File: src/rtl/otter_pkg.sv
// Shared OTTER definitions: ALU function codes, operand/writeback selects,
// RV32I opcodes and the ID/EX register layout.
package otter_pkg;

  typedef enum logic [3:0] {
    ALU_ADD  = 4'b0000,
    ALU_SLL  = 4'b0001,
    ALU_SLT  = 4'b0010,
    ALU_SLTU = 4'b0011,
    ALU_XOR  = 4'b0100,
    ALU_SRL  = 4'b0101,
    ALU_OR   = 4'b0110,
    ALU_AND  = 4'b0111,
    ALU_SUB  = 4'b1000,
    ALU_LUI  = 4'b1001,
    ALU_SRA  = 4'b1101
  } alu_fun_t;

  typedef enum logic [1:0] {
    OP1_RS1  = 2'd0,
    OP1_UIMM = 2'd1,
    OP1_PC   = 2'd2
  } op1_sel_t;

  typedef enum logic {
    OP2_RS2 = 1'b0,
    OP2_IMM = 1'b1
  } op2_sel_t;

  typedef enum logic [1:0] {
    WB_ALU = 2'd0,
    WB_MEM = 2'd1,
    WB_PC4 = 2'd2
  } wb_sel_t;

  localparam logic [6:0] OPC_LUI    = 7'b0110111;
  localparam logic [6:0] OPC_AUIPC  = 7'b0010111;
  localparam logic [6:0] OPC_JAL    = 7'b1101111;
  localparam logic [6:0] OPC_JALR   = 7'b1100111;
  localparam logic [6:0] OPC_BRANCH = 7'b1100011;
  localparam logic [6:0] OPC_LOAD   = 7'b0000011;
  localparam logic [6:0] OPC_STORE  = 7'b0100011;
  localparam logic [6:0] OPC_OP_IMM = 7'b0010011;
  localparam logic [6:0] OPC_OP     = 7'b0110011;

  localparam logic [31:0] NOP_PC = 32'h0000_0000;

  typedef struct packed {
    logic        valid;
    logic [31:0] pc;
    alu_fun_t    alu_fun;
    op1_sel_t    op1_sel;
    op2_sel_t    op2_sel;
    logic [31:0] imm;
    logic [4:0]  rs1;
    logic [4:0]  rs2;
    logic [4:0]  rd;
    logic        reg_we;
    wb_sel_t     wb_sel;
    logic        mem_re;
    logic        mem_we;
    logic [2:0]  mem_size;
    logic        branch;
    logic        jal;
    logic        jalr;
    logic        illegal;
  } id_reg_t;

  localparam id_reg_t ID_BUBBLE = '{
    valid:    1'b0,
    pc:       NOP_PC,
    alu_fun:  ALU_ADD,
    op1_sel:  OP1_RS1,
    op2_sel:  OP2_RS2,
    imm:      32'h0,
    rs1:      5'd0,
    rs2:      5'd0,
    rd:       5'd0,
    reg_we:   1'b0,
    wb_sel:   WB_ALU,
    mem_re:   1'b0,
    mem_we:   1'b0,
    mem_size: 3'd0,
    branch:   1'b0,
    jal:      1'b0,
    jalr:     1'b0,
    illegal:  1'b0
  };

  // Source-register usage by format; U and J formats read no registers.
  function automatic logic reads_rs1(input logic [6:0] opcode);
    return opcode inside {OPC_OP, OPC_OP_IMM, OPC_LOAD, OPC_STORE, OPC_BRANCH, OPC_JALR};
  endfunction

  function automatic logic reads_rs2(input logic [6:0] opcode);
    return opcode inside {OPC_OP, OPC_STORE, OPC_BRANCH};
  endfunction

endpackage

File: src/rtl/otter_decode_stage_if.sv
// IF->ID handshake: fetch (master) offers an instruction, decode (slave)
// answers with if_ready.
interface otter_decode_stage_if;
  logic        if_valid;
  logic [31:0] if_instr;
  logic [31:0] if_pc;
  logic        if_ready;

  modport master (output if_valid, output if_instr, output if_pc, input if_ready);
  modport slave  (input if_valid, input if_instr, input if_pc, output if_ready);
endinterface

File: src/rtl/otter_imm_gen.sv
// Purely combinational RV32I immediate extraction for every format.
// The opcode bits [6:0] carry no immediate information and are not taken.
module otter_imm_gen (
  input  logic [31:7] instr,
  output logic [31:0] imm_i,
  output logic [31:0] imm_s,
  output logic [31:0] imm_b,
  output logic [31:0] imm_u,
  output logic [31:0] imm_j
);
  assign imm_i = {{20{instr[31]}}, instr[31:20]};
  assign imm_s = {{20{instr[31]}}, instr[31:25], instr[11:7]};
  assign imm_b = {{19{instr[31]}}, instr[31], instr[7], instr[30:25], instr[11:8], 1'b0};
  assign imm_u = {instr[31:12], 12'h000};
  assign imm_j = {{11{instr[31]}}, instr[31], instr[19:12], instr[20], instr[30:21], 1'b0};
endmodule

File: src/rtl/otter_decode_stage.sv
// OTTER decode stage: RV32I decoder feeding the ID/EX register, with
// load-use stall, execute back-pressure and flush handling.
module otter_decode_stage
  import otter_pkg::*;
(
  input  logic                        clk,
  input  logic                        rst,
  otter_decode_stage_if.slave         fetch,
  input  logic                        flush,
  input  logic                        ex_stall,
  output logic                        id_valid,
  output logic [31:0]                 id_pc,
  output logic [3:0]                  id_alu_fun,
  output logic [1:0]                  id_op1_sel,
  output logic                        id_op2_sel,
  output logic [31:0]                 id_imm,
  output logic [4:0]                  id_rs1,
  output logic [4:0]                  id_rs2,
  output logic [4:0]                  id_rd,
  output logic                        id_reg_we,
  output logic [1:0]                  id_wb_sel,
  output logic                        id_mem_re,
  output logic                        id_mem_we,
  output logic [2:0]                  id_mem_size,
  output logic                        id_branch,
  output logic                        id_jal,
  output logic                        id_jalr,
  output logic                        id_illegal
);

  id_reg_t     id_q;
  id_reg_t     id_d;
  id_reg_t     dec;
  logic        legal;
  logic        load_use;
  logic [31:0] imm_i, imm_s, imm_b, imm_u, imm_j;

  logic [31:0] instr;
  logic [6:0]  opcode;
  logic [2:0]  funct3;
  logic [6:0]  funct7;

  assign instr  = fetch.if_instr;
  assign opcode = instr[6:0];
  assign funct3 = instr[14:12];
  assign funct7 = instr[31:25];

  otter_imm_gen u_imm_gen (
    .instr (instr[31:7]),
    .imm_i (imm_i),
    .imm_s (imm_s),
    .imm_b (imm_b),
    .imm_u (imm_u),
    .imm_j (imm_j)
  );

  // The hazard looks at if_instr regardless of if_valid so if_ready never
  // depends on the valid it qualifies.
  assign load_use = id_q.valid && id_q.mem_re && (id_q.rd != 5'd0) &&
                    ((reads_rs1(opcode) && (instr[19:15] == id_q.rd)) ||
                     (reads_rs2(opcode) && (instr[24:20] == id_q.rd)));

  assign fetch.if_ready = flush || (!ex_stall && !load_use);

  always_comb begin
    dec       = ID_BUBBLE;
    legal     = 1'b1;
    dec.valid = 1'b1;
    dec.pc    = fetch.if_pc;
    dec.rs1   = instr[19:15];
    dec.rs2   = instr[24:20];
    dec.rd    = instr[11:7];

    case (opcode)
      OPC_OP: begin
        legal       = (funct7 == 7'b0000000) ||
                      ((funct7 == 7'b0100000) && ((funct3 == 3'b000) || (funct3 == 3'b101)));
        dec.alu_fun = alu_fun_t'({funct7[5], funct3});
        dec.reg_we  = 1'b1;
      end
      OPC_OP_IMM: begin
        if (funct3 == 3'b001)
          legal = (funct7 == 7'b0000000);
        else if (funct3 == 3'b101)
          legal = (funct7 == 7'b0000000) || (funct7 == 7'b0100000);
        // Only the right shifts borrow funct7[5]; elsewhere it is immediate bits.
        dec.alu_fun = alu_fun_t'({(funct3 == 3'b101) && funct7[5], funct3});
        dec.op2_sel = OP2_IMM;
        dec.imm     = imm_i;
        dec.reg_we  = 1'b1;
      end
      OPC_LUI: begin
        dec.alu_fun = ALU_LUI;
        dec.op1_sel = OP1_UIMM;
        dec.imm     = imm_u;
        dec.reg_we  = 1'b1;
      end
      OPC_AUIPC: begin
        dec.op1_sel = OP1_PC;
        dec.op2_sel = OP2_IMM;
        dec.imm     = imm_u;
        dec.reg_we  = 1'b1;
      end
      OPC_LOAD: begin
        legal        = funct3 inside {3'b000, 3'b001, 3'b010, 3'b100, 3'b101};
        dec.op2_sel  = OP2_IMM;
        dec.imm      = imm_i;
        dec.reg_we   = 1'b1;
        dec.wb_sel   = WB_MEM;
        dec.mem_re   = 1'b1;
        dec.mem_size = funct3;
      end
      OPC_STORE: begin
        legal        = funct3 inside {3'b000, 3'b001, 3'b010};
        dec.op2_sel  = OP2_IMM;
        dec.imm      = imm_s;
        dec.mem_we   = 1'b1;
        dec.mem_size = funct3;
      end
      OPC_BRANCH: begin
        legal       = (funct3 != 3'b010) && (funct3 != 3'b011);
        dec.op1_sel = OP1_PC;
        dec.op2_sel = OP2_IMM;
        dec.imm     = imm_b;
        dec.branch  = 1'b1;
      end
      OPC_JAL: begin
        dec.op1_sel = OP1_PC;
        dec.op2_sel = OP2_IMM;
        dec.imm     = imm_j;
        dec.reg_we  = 1'b1;
        dec.wb_sel  = WB_PC4;
        dec.jal     = 1'b1;
      end
      OPC_JALR: begin
        legal       = (funct3 == 3'b000);
        dec.op2_sel = OP2_IMM;
        dec.imm     = imm_i;
        dec.reg_we  = 1'b1;
        dec.wb_sel  = WB_PC4;
        dec.jalr    = 1'b1;
      end
      default: legal = 1'b0;
    endcase

    if (dec.rd == 5'd0)
      dec.reg_we = 1'b0;

    // Illegal words still travel as valid so execute can trap on them.
    if (!legal) begin
      dec.illegal  = 1'b1;
      dec.alu_fun  = ALU_ADD;
      dec.op1_sel  = OP1_RS1;
      dec.op2_sel  = OP2_RS2;
      dec.imm      = 32'h0;
      dec.reg_we   = 1'b0;
      dec.wb_sel   = WB_ALU;
      dec.mem_re   = 1'b0;
      dec.mem_we   = 1'b0;
      dec.mem_size = 3'd0;
      dec.branch   = 1'b0;
      dec.jal      = 1'b0;
      dec.jalr     = 1'b0;
    end

    if (flush)
      id_d = ID_BUBBLE;
    else if (ex_stall)
      id_d = id_q;
    else if (load_use)
      id_d = ID_BUBBLE;
    else if (fetch.if_valid)
      id_d = dec;
    else
      id_d = ID_BUBBLE;
  end

  always_ff @(posedge clk or posedge rst) begin
    if (rst)
      id_q <= ID_BUBBLE;
    else
      id_q <= id_d;
  end

  assign id_valid    = id_q.valid;
  assign id_pc       = id_q.pc;
  assign id_alu_fun  = id_q.alu_fun;
  assign id_op1_sel  = id_q.op1_sel;
  assign id_op2_sel  = id_q.op2_sel;
  assign id_imm      = id_q.imm;
  assign id_rs1      = id_q.rs1;
  assign id_rs2      = id_q.rs2;
  assign id_rd       = id_q.rd;
  assign id_reg_we   = id_q.reg_we;
  assign id_wb_sel   = id_q.wb_sel;
  assign id_mem_re   = id_q.mem_re;
  assign id_mem_we   = id_q.mem_we;
  assign id_mem_size = id_q.mem_size;
  assign id_branch   = id_q.branch;
  assign id_jal      = id_q.jal;
  assign id_jalr     = id_q.jalr;
  assign id_illegal  = id_q.illegal;

endmodule

File: src/flat_wrapper.sv
// flat-port wrapper written by rule: the top's interface ports become plain ports
module otter_decode_stage_flat import otter_pkg::*;
  (clk, rst, flush, ex_stall, id_valid, id_pc, id_alu_fun, id_op1_sel, id_op2_sel, id_imm, id_rs1, id_rs2, id_rd, id_reg_we, id_wb_sel, id_mem_re, id_mem_we, id_mem_size, id_branch, id_jal, id_jalr, id_illegal, fetch_if_valid, fetch_if_instr, fetch_if_pc, fetch_if_ready);
  otter_decode_stage_if fetch_i ();
  input  logic clk;
  input  logic rst;
  input  logic flush;
  input  logic ex_stall;
  output logic id_valid;
  output logic [31:0] id_pc;
  output logic [3:0] id_alu_fun;
  output logic [1:0] id_op1_sel;
  output logic id_op2_sel;
  output logic [31:0] id_imm;
  output logic [4:0] id_rs1;
  output logic [4:0] id_rs2;
  output logic [4:0] id_rd;
  output logic id_reg_we;
  output logic [1:0] id_wb_sel;
  output logic id_mem_re;
  output logic id_mem_we;
  output logic [2:0] id_mem_size;
  output logic id_branch;
  output logic id_jal;
  output logic id_jalr;
  output logic id_illegal;
  input wire logic [$bits(fetch_i.if_valid)-1:0] fetch_if_valid;
  input wire logic [$bits(fetch_i.if_instr)-1:0] fetch_if_instr;
  input wire logic [$bits(fetch_i.if_pc)-1:0] fetch_if_pc;
  output wire logic [$bits(fetch_i.if_ready)-1:0] fetch_if_ready;
  assign fetch_i.if_valid = fetch_if_valid;
  assign fetch_i.if_instr = fetch_if_instr;
  assign fetch_i.if_pc = fetch_if_pc;
  assign fetch_if_ready = fetch_i.if_ready;
  otter_decode_stage u_core (.clk(clk), .rst(rst), .fetch(fetch_i), .flush(flush), .ex_stall(ex_stall), .id_valid(id_valid), .id_pc(id_pc), .id_alu_fun(id_alu_fun), .id_op1_sel(id_op1_sel), .id_op2_sel(id_op2_sel), .id_imm(id_imm), .id_rs1(id_rs1), .id_rs2(id_rs2), .id_rd(id_rd), .id_reg_we(id_reg_we), .id_wb_sel(id_wb_sel), .id_mem_re(id_mem_re), .id_mem_we(id_mem_we), .id_mem_size(id_mem_size), .id_branch(id_branch), .id_jal(id_jal), .id_jalr(id_jalr), .id_illegal(id_illegal));
endmodule
File: config.mk
export PLATFORM = sky130hd
export DESIGN_NAME = otter_decode_stage_flat
export DESIGN_NICKNAME = d
export VERILOG_FILES = /design/src/rtl/otter_pkg.sv /design/src/rtl/otter_decode_stage_if.sv /design/src/rtl/otter_imm_gen.sv /design/src/rtl/otter_decode_stage.sv /design/src/flat_wrapper.sv
export SDC_FILE = /design/constraint.sdc
export NUM_CORES = 1
export LEC_CHECK = 0
export ABC_CLOCK_PERIOD_IN_PS = 5160
export CAP_MARGIN = 25
export CORE_MARGIN = 4
export CORE_UTILIZATION = 47
export CTS_CLUSTER_DIAMETER = 60
export DETAILED_ROUTE_END_ITERATION = 8
export GPL_TIMING_DRIVEN = 1
export HOLD_SLACK_MARGIN = 0.12
export PLACE_DENSITY = 0.86
export SYNTH_ARGS = -nofsm -noshare
export SYNTH_HDL_FRONTEND = slang
export SYNTH_SLANG_ARGS = --single-unit
File: constraint.sdc
create_clock -name clk -period 5.16 [get_ports clk]
set_input_delay 0.774 -clock clk [delete_from_list [all_inputs] [get_ports clk]]
set_output_delay 0.774 -clock clk [all_outputs]
set_load 0.005 [all_outputs]
==> out/qor.yml, run 1 <==
clock_tree:
  cts_tree: "built"
  htree_levels: 3
  cts_setup_buffers: 0
  cts_buffers: 9
  post_cts_resized: 0
  cts.clk_slew.worst_paths_ns: 0.10
  ctsHoldBuffers: 0
  cts.sinks: 98
  cts_root_buffer: "clkbuf_8"
  clock_latency_ns: 0.35
  clock_path_buffers: 2
power_and_ir_drop:
  swShare_pct: 24.41
  power.switching_mw: 0.3748
  combPwrFrac_pct: 12.6
  vdd_drop_max_mv: 0.1633
  power.density_nw_per_um2: 244.7
  pwr-share-clk_pct: 35.8
  internal_power_mw: 1.161
  total_leakage_power_nw: 2.625
  p_seq_share_pct: 51.6
place:
  place_inst: 631
  gp_congestion: 0.9280
  place_area_sq_um: 6048
  dp_hpwl_microns: 9535
  portBuffers: 168
sta:
  max_freq_ghz: 0.2328
  rsz0062_at_grt: "false"
  final.period_utilization_pct: 83.25
  finalMaxSlewViolations: 0
  fin_crit_ns: 4.296
  finClkSkew_ns: 0.01192
  worst_pin_slew_ns: 0.8063
  slew_headroom_pct: 46.25
  finalSetupTns_ns: 0
  finalHoldWorstSlack_ns: 0.4843
  setup_viol: 0
  hold_viol: 0
worst_setup_path:
  crit_path_end_kind: "output pin"
  worstPathMaxFanout: 14
  critical_path_class: "in -> out"
  crit_path_cell_trace: "clkdlybuf4s50_1 > nand4bb_4 > or3_1 > a2111o_1 > a211oi_4 > o21bai_1 > clkdlybuf4s50_1"
  crit_top_cell: "clkdlybuf4s50_1"
  start_kind: "input port"
  crit_required_ns: 4.39
  critPathBufInv: 2
  crit_arrival_ns: 3.52
  cp_top_family: "buffers and inverters"
  cp_slowest_stage_delay_ns: 0.62
  critPathSlowestCell: "clkdlybuf4s50_1"
synth:
  netlist_instances: 384
  synth_edf_count: 0
  synth-main-ff-cell: "dfrtp_1"
  yosys_warnings: 0
  syn-mean-instance-area_sq_um: 11.25
  netlist_area_sq_um: 4319
  yosysSeqAreaShare_pct: 56.78
  yosysUniqueCellTypes: 47
  ys_ff_latch: 98
  syn_nets: 453
  async_flop_share_pct: 100.0
detailed_routing:
  drt-total-wl_microns: 13320
  first_iter_violations: 264
  dr.pass1.iters: 5
  ant_nets: 0
  vias: 3931
  drt-wirelength-per-cell_microns: 20.55
  drc: 0
  viasPerCell: 6.066
floorplan:
  start_util_pct: 48.81
  core_sq_um: 8848
  die_w_microns: 103.9
  pin_count: 169
  dieArea_sq_um: 10790
  fp-row-count: 34
  die_y_microns: 103.9
grt:
  grt_busiest_layer: "met2"
  grtUsageMet2_pct: 40.53
  grt-ovfl-total: 0
  grt_first_pass_wirelength_microns: 21490
  grtUsageTotal_pct: 24.57
  use_met1_pct: 33.17
  met3_usage_pct: 4.966
  grt_pass1_vias: 3915
  antenna_found_initial: 0
  grt_max_degree: 79
finish:
  area_growth_pct: 45.28
  layout-drive-gt1-share_pct: 5.000
  final_cell_mix: "clkdlybuf4s50_1, dfrtp_1, a22o_1"
  final_cell_area_sq_um: 6275
  antenna_cells: 0
  layout_commonest_cell: "clkdlybuf4s50_1"
  fill_cells: 687
  nets: 604
  postLayoutCoreUtil_pct: 70.91
  stdcell_count: 648
run_status:
  status: "complete, no violations"
hold_path:
  hold_class: "reg -> reg"
job:
  timing.max_cap.violations: 0
## path summary, 6_finish.rpt
kind / start / end / slack (ns) / cells past startpoint
min in group asynchronous: rst / u_core.id_pc[12] / 0.90 / 2
setup reg to reg: u_core.id_rd[1] / u_core.id_imm[0] / 2.34 / 6
hold / removal: u_core.id_imm[26] / u_core.id_imm[26] / 0.48 / 2
setup / recovery: fetch_if_instr[2] / fetch_if_ready / 0.86 / 7
hold reg to reg: u_core.id_imm[26] / u_core.id_imm[26] / 0.48 / 2
max in group asynchronous: rst / u_core.id_imm[23] / 3.29 / 3
## metrics by stage
step | setup WS, ns | power, mW
after floorplan | 1.824 | 0.8844
after global placement | 0.9457 | 0.9930
after detailed placement | 0.9027 | 1.000
after CTS | 0.8878 | 1.545
after global routing | 0.6872 | 1.597
final | 0.8641 | 1.536
## cell usage after synthesis, drive strengths merged, types with 2 or more instances
cell type | count | share of area (%)
buf | 10 | 1.5
nand3 | 5 | 0.58
nor4 | 2 | 0.29
and3b | 2 | 0.41
nor3b | 3 | 0.64
nand4b | 2 | 0.41
xor2 | 5 | 1.0
nor2b | 7 | 1.0
a32o | 17 | 3.9
o21ai | 27 | 3.1
clkbuf | 23 | 2.1
a21oi | 27 | 3.1
dfrtp | 98 | 57
a21o | 2 | 0.35
o21a | 2 | 0.35
a211oi | 4 | 0.98
a22oi | 2 | 0.35
or3b | 2 | 0.41
xnor2 | 5 | 1.0
nor3 | 6 | 0.70
a22o | 63 | 13
and3 | 2 | 0.29
nand2 | 33 | 2.9
inv | 3 | 0.26
o22ai | 2 | 0.29
o31ai | 3 | 0.52
nor2 | 15 | 1.4
## logic make-up after synthesis
kind of cell / share of synthesized area (%)
simple gates: 10.34
flops: 56.78
xor+xnor: 2.028
buf+inv: 3.795
compound gates: 27.06
## tightest hold or removal path: stages, from the launching register on
cell and delay [ns]:
dfrtp_1 0.35, nand2_1 0.04, o21ai_0 0.06
## layer usage
metal / vias up / wire (microns)
li1: 1743 / -
met1: 1950 / 5472
met2: 213 / 6644
met3: 25 / 940
met4: 0 / 261
met5: - / 0
## power by group through the flow
stage / registers (mW) / clock network [mW] / logic [mW]
after global placement: 0.807 / 0 / 0.186
final: 0.793 / 0.549 / 0.193
after detailed placement: 0.808 / 0 / 0.192
after floorplan: 0.808 / 0 / 0.0768
after CTS: 0.793 / 0.558 / 0.194
after global routing: 0.795 / 0.593 / 0.209
## flip-flops by register name, summed over array words and instances (netlist names)
| signal | count |
|---|---|
| u_core.id_imm | 32 |
| u_core.id_alu_fun | 4 |
| u_core.id_op1_sel | 2 |
| u_core.id_rs2 | 5 |
| u_core.id_rs1 | 5 |
| u_core.id_wb_sel | 2 |
| u_core.id_mem_size | 3 |
| u_core.id_illegal | 1 |
| u_core.id_rd | 5 |
| u_core.id_op2_sel | 1 |
| u_core.id_valid | 1 |
| u_core.id_branch | 1 |
| u_core.id_jal | 1 |
| u_core.id_jalr | 1 |
| u_core.id_pc | 32 |
| u_core.id_reg_we | 1 |
| u_core.id_mem_we | 1 |
## final cells by class
class,instances,area [sq um],area share (%)
inverters,3,13.76,0.2193
repair buffers,173,1739,27.72
clock inverters,5,87.58,1.396
flip-flops and latches,98,2452,39.08
clock buffers,11,131.4,2.094
well taps,108,135.1,2.154
multi-input cells,250,1715,27.34
Power figures use the tool's default switching activity.
==> run 2: changes to the inputs <==
--- a/config.mk
+++ b/config.mk
@@ -5,15 +5,15 @@
 export SDC_FILE = /design/constraint.sdc
 export NUM_CORES = 1
 export LEC_CHECK = 0
-export ABC_CLOCK_PERIOD_IN_PS = 5160
+export ABC_CLOCK_PERIOD_IN_PS = 4100
 export CAP_MARGIN = 25
 export CORE_MARGIN = 4
-export CORE_UTILIZATION = 47
+export CORE_UTILIZATION = 44
 export CTS_CLUSTER_DIAMETER = 60
 export DETAILED_ROUTE_END_ITERATION = 8
 export GPL_TIMING_DRIVEN = 1
 export HOLD_SLACK_MARGIN = 0.12
-export PLACE_DENSITY = 0.86
+export PLACE_DENSITY = 0.82
 export SYNTH_ARGS = -nofsm -noshare
 export SYNTH_HDL_FRONTEND = slang
 export SYNTH_SLANG_ARGS = --single-unit
==> constraint.sdc (replaced) <==
create_clock -name clk -period 4.1 [get_ports clk]
set_input_delay 0.615 -clock clk [delete_from_list [all_inputs] [get_ports clk]]
set_output_delay 0.615 -clock clk [all_outputs]
set_load 0.005 [all_outputs]
==> run 2 against run 1 <==
Compared with the run above:
- worst setup slack got worse by 0.33 ns
- sequential power is 26% higher
- die area is 6.3% higher
- largest power group unchanged
- combinational power up 28%
- clock power increased by 12%
- critical path type unchanged
- via count grew 0.97%
- register-to-register slack got worse by 1.1 ns
- sequential cell count unchanged
- power grew 21%
- global-route usage shrank 1.1 points
- critical path depth unchanged
==> out/qor.yml, run 2 (synthesis results as in run 1) <==
power_and_ir_drop:
  vdd_drop_max_mv: 0.1675
  swShare_pct: 26.70
  power.switching_mw: 0.4964
  internal_power_mw: 1.363
  p_seq_share_pct: 53.7
  total_leakage_power_nw: 2.643
  combPwrFrac_pct: 13.3
  pwr-share-clk_pct: 33.0
  power.density_nw_per_um2: 294.2
grt:
  grtUsageTotal_pct: 23.43
  grt-ovfl-total: 0
  grt_pass1_vias: 3846
  antenna_found_initial: 0
  grt_max_degree: 61
  grt_first_pass_wirelength_microns: 21190
place:
  place_area_sq_um: 6123
  dp_hpwl_microns: 9815
  portBuffers: 168
  gp_congestion: 0.9368
worst_setup_path:
  crit_arrival_ns: 2.95
  r2r_cells: 7
  critical_path_class: "in -> out"
  timing.reg2reg.setup_slack_ns: 1.24
  crit_required_ns: 3.48
  r2r-end: "u_core.id_imm[14]"
  crit_path_end_kind: "output pin"
  worstPathMaxFanout: 6
  start_kind: "input port"
  rr_startpoint: "u_core.id_rd[1]"
floorplan:
  die_y_microns: 107.1
  pin_count: 169
  start_util_pct: 45.87
  fp-row-count: 35
  core_sq_um: 9415
  dieArea_sq_um: 11470
  die_w_microns: 107.1
detailed_routing:
  drc: 0
  viasPerCell: 5.880
  drt-total-wl_microns: 13510
  drt-wirelength-per-cell_microns: 20.02
  vias: 3969
  first_iter_violations: 347
  dr.pass1.iters: 5
  ant_nets: 0
finish:
  final_cell_mix: "clkdlybuf4s50_1, dfrtp_1, a22o_1"
  final_cell_area_sq_um: 6320
  nets: 610
  fill_cells: 730
  area_growth_pct: 46.32
  layout_commonest_cell: "clkdlybuf4s50_1"
  antenna_cells: 0
  layout-drive-gt1-share_pct: 6.410
clock_tree:
  cts_tree: "built"
  cts_setup_buffers: 0
  htree_levels: 3
  cts_buffers: 9
  clock_latency_ns: 0.37
  clock_path_buffers: 2
  post_cts_resized: 0
  cts.clk_slew.worst_paths_ns: 0.09
  cts.sinks: 98
  cts_root_buffer: "clkbuf_8"
  ctsHoldBuffers: 0
sta:
  finClkSkew_ns: 0.01427
  hold_viol: 0
  max_freq_ghz: 0.2803
  finalMaxSlewViolations: 0
  setup_viol: 0
  worst_pin_slew_ns: 0.9581
  slew_headroom_pct: 35.99
  finalHoldWorstSlack_ns: 0.4892
  fin_crit_ns: 3.567
  finalSetupTns_ns: 0
  rsz0062_at_grt: "false"
  final.period_utilization_pct: 87.01
hold_path:
  hold_class: "reg -> reg"
  holdPathStages: 2
  hold_path_startpoint: "u_core.id_imm[21]"
  min_to: "u_core.id_imm[21]"
run_status:
  status: "complete, no violations"
job:
  timing.max_cap.violations: 0
-- run 2: power groups by stage --
stage	Sequential [mW]	Clock [mW]	Combinational [mW]
finish	0.997	0.614	0.248
detailed placement	1.02	0	0.247
global placement	1.02	0	0.242
global route	1.00	0.666	0.267
floorplan	1.02	0	0.0966
CTS	0.998	0.621	0.248
-- run 2: area by class of cell --
cell class	count	area [sq um]	share of cell area [%]
multi-input combinational	250	1715	27.14
inverter	3	13.76	0.2178
sequential	98	2452	38.80
timing repair buffer	179	1780	28.17
clock inverter	6	58.81	0.9305
clock buffer	10	137.6	2.178
tap	129	161.4	2.554
-- run 2: critical path, cell delays in order --
cell	delay [ns]
clkdlybuf4s50_1	0.55
xor2_1	0.20
or3_1	0.36
a2111o_1	0.39
a211oi_4	0.28
o21bai_1	0.10
clkdlybuf4s50_1	0.45
-- run 2: how the worst max path moves through the flow --
stage | start | endpoint | slack, ns | depth (start not counted)
6_report | fetch_if_instr[20] | fetch_if_ready | 0.53 | 7
5_1_grt | fetch_if_instr[20] | fetch_if_ready | 0.44 | 7
4_1_cts | fetch_if_instr[20] | fetch_if_ready | 0.53 | 7
3_5_place_dp | fetch_if_instr[20] | fetch_if_ready | 0.56 | 7
3_3_place_gp | fetch_if_instr[1] | u_core.id_imm[8] | 0.56 | 7
2_1_floorplan | rst | u_core.id_alu_fun[0] | 0.92 | 1
-- run 2: layer usage --
layer / share of wire (%) / global-route usage [%]
met1: 41 / 32.00
met2: 49 / 38.11
met3: 6.9 / 3.733
met4: 2.1 / 7.854
met5: 0 / 0
-- run 2: metrics by stage --
step	cells	worst slack, ns	util, %	power, mW
finish	675	0.5327	67.12	1.859
floorplan	384	0.9229	-	1.113
CTS	675	0.5319	67.12	1.867
global placement	658	0.5554	64.92	1.257
global route	675	0.4365	67.12	1.933
detailed placement	659	0.5583	65.04	1.263
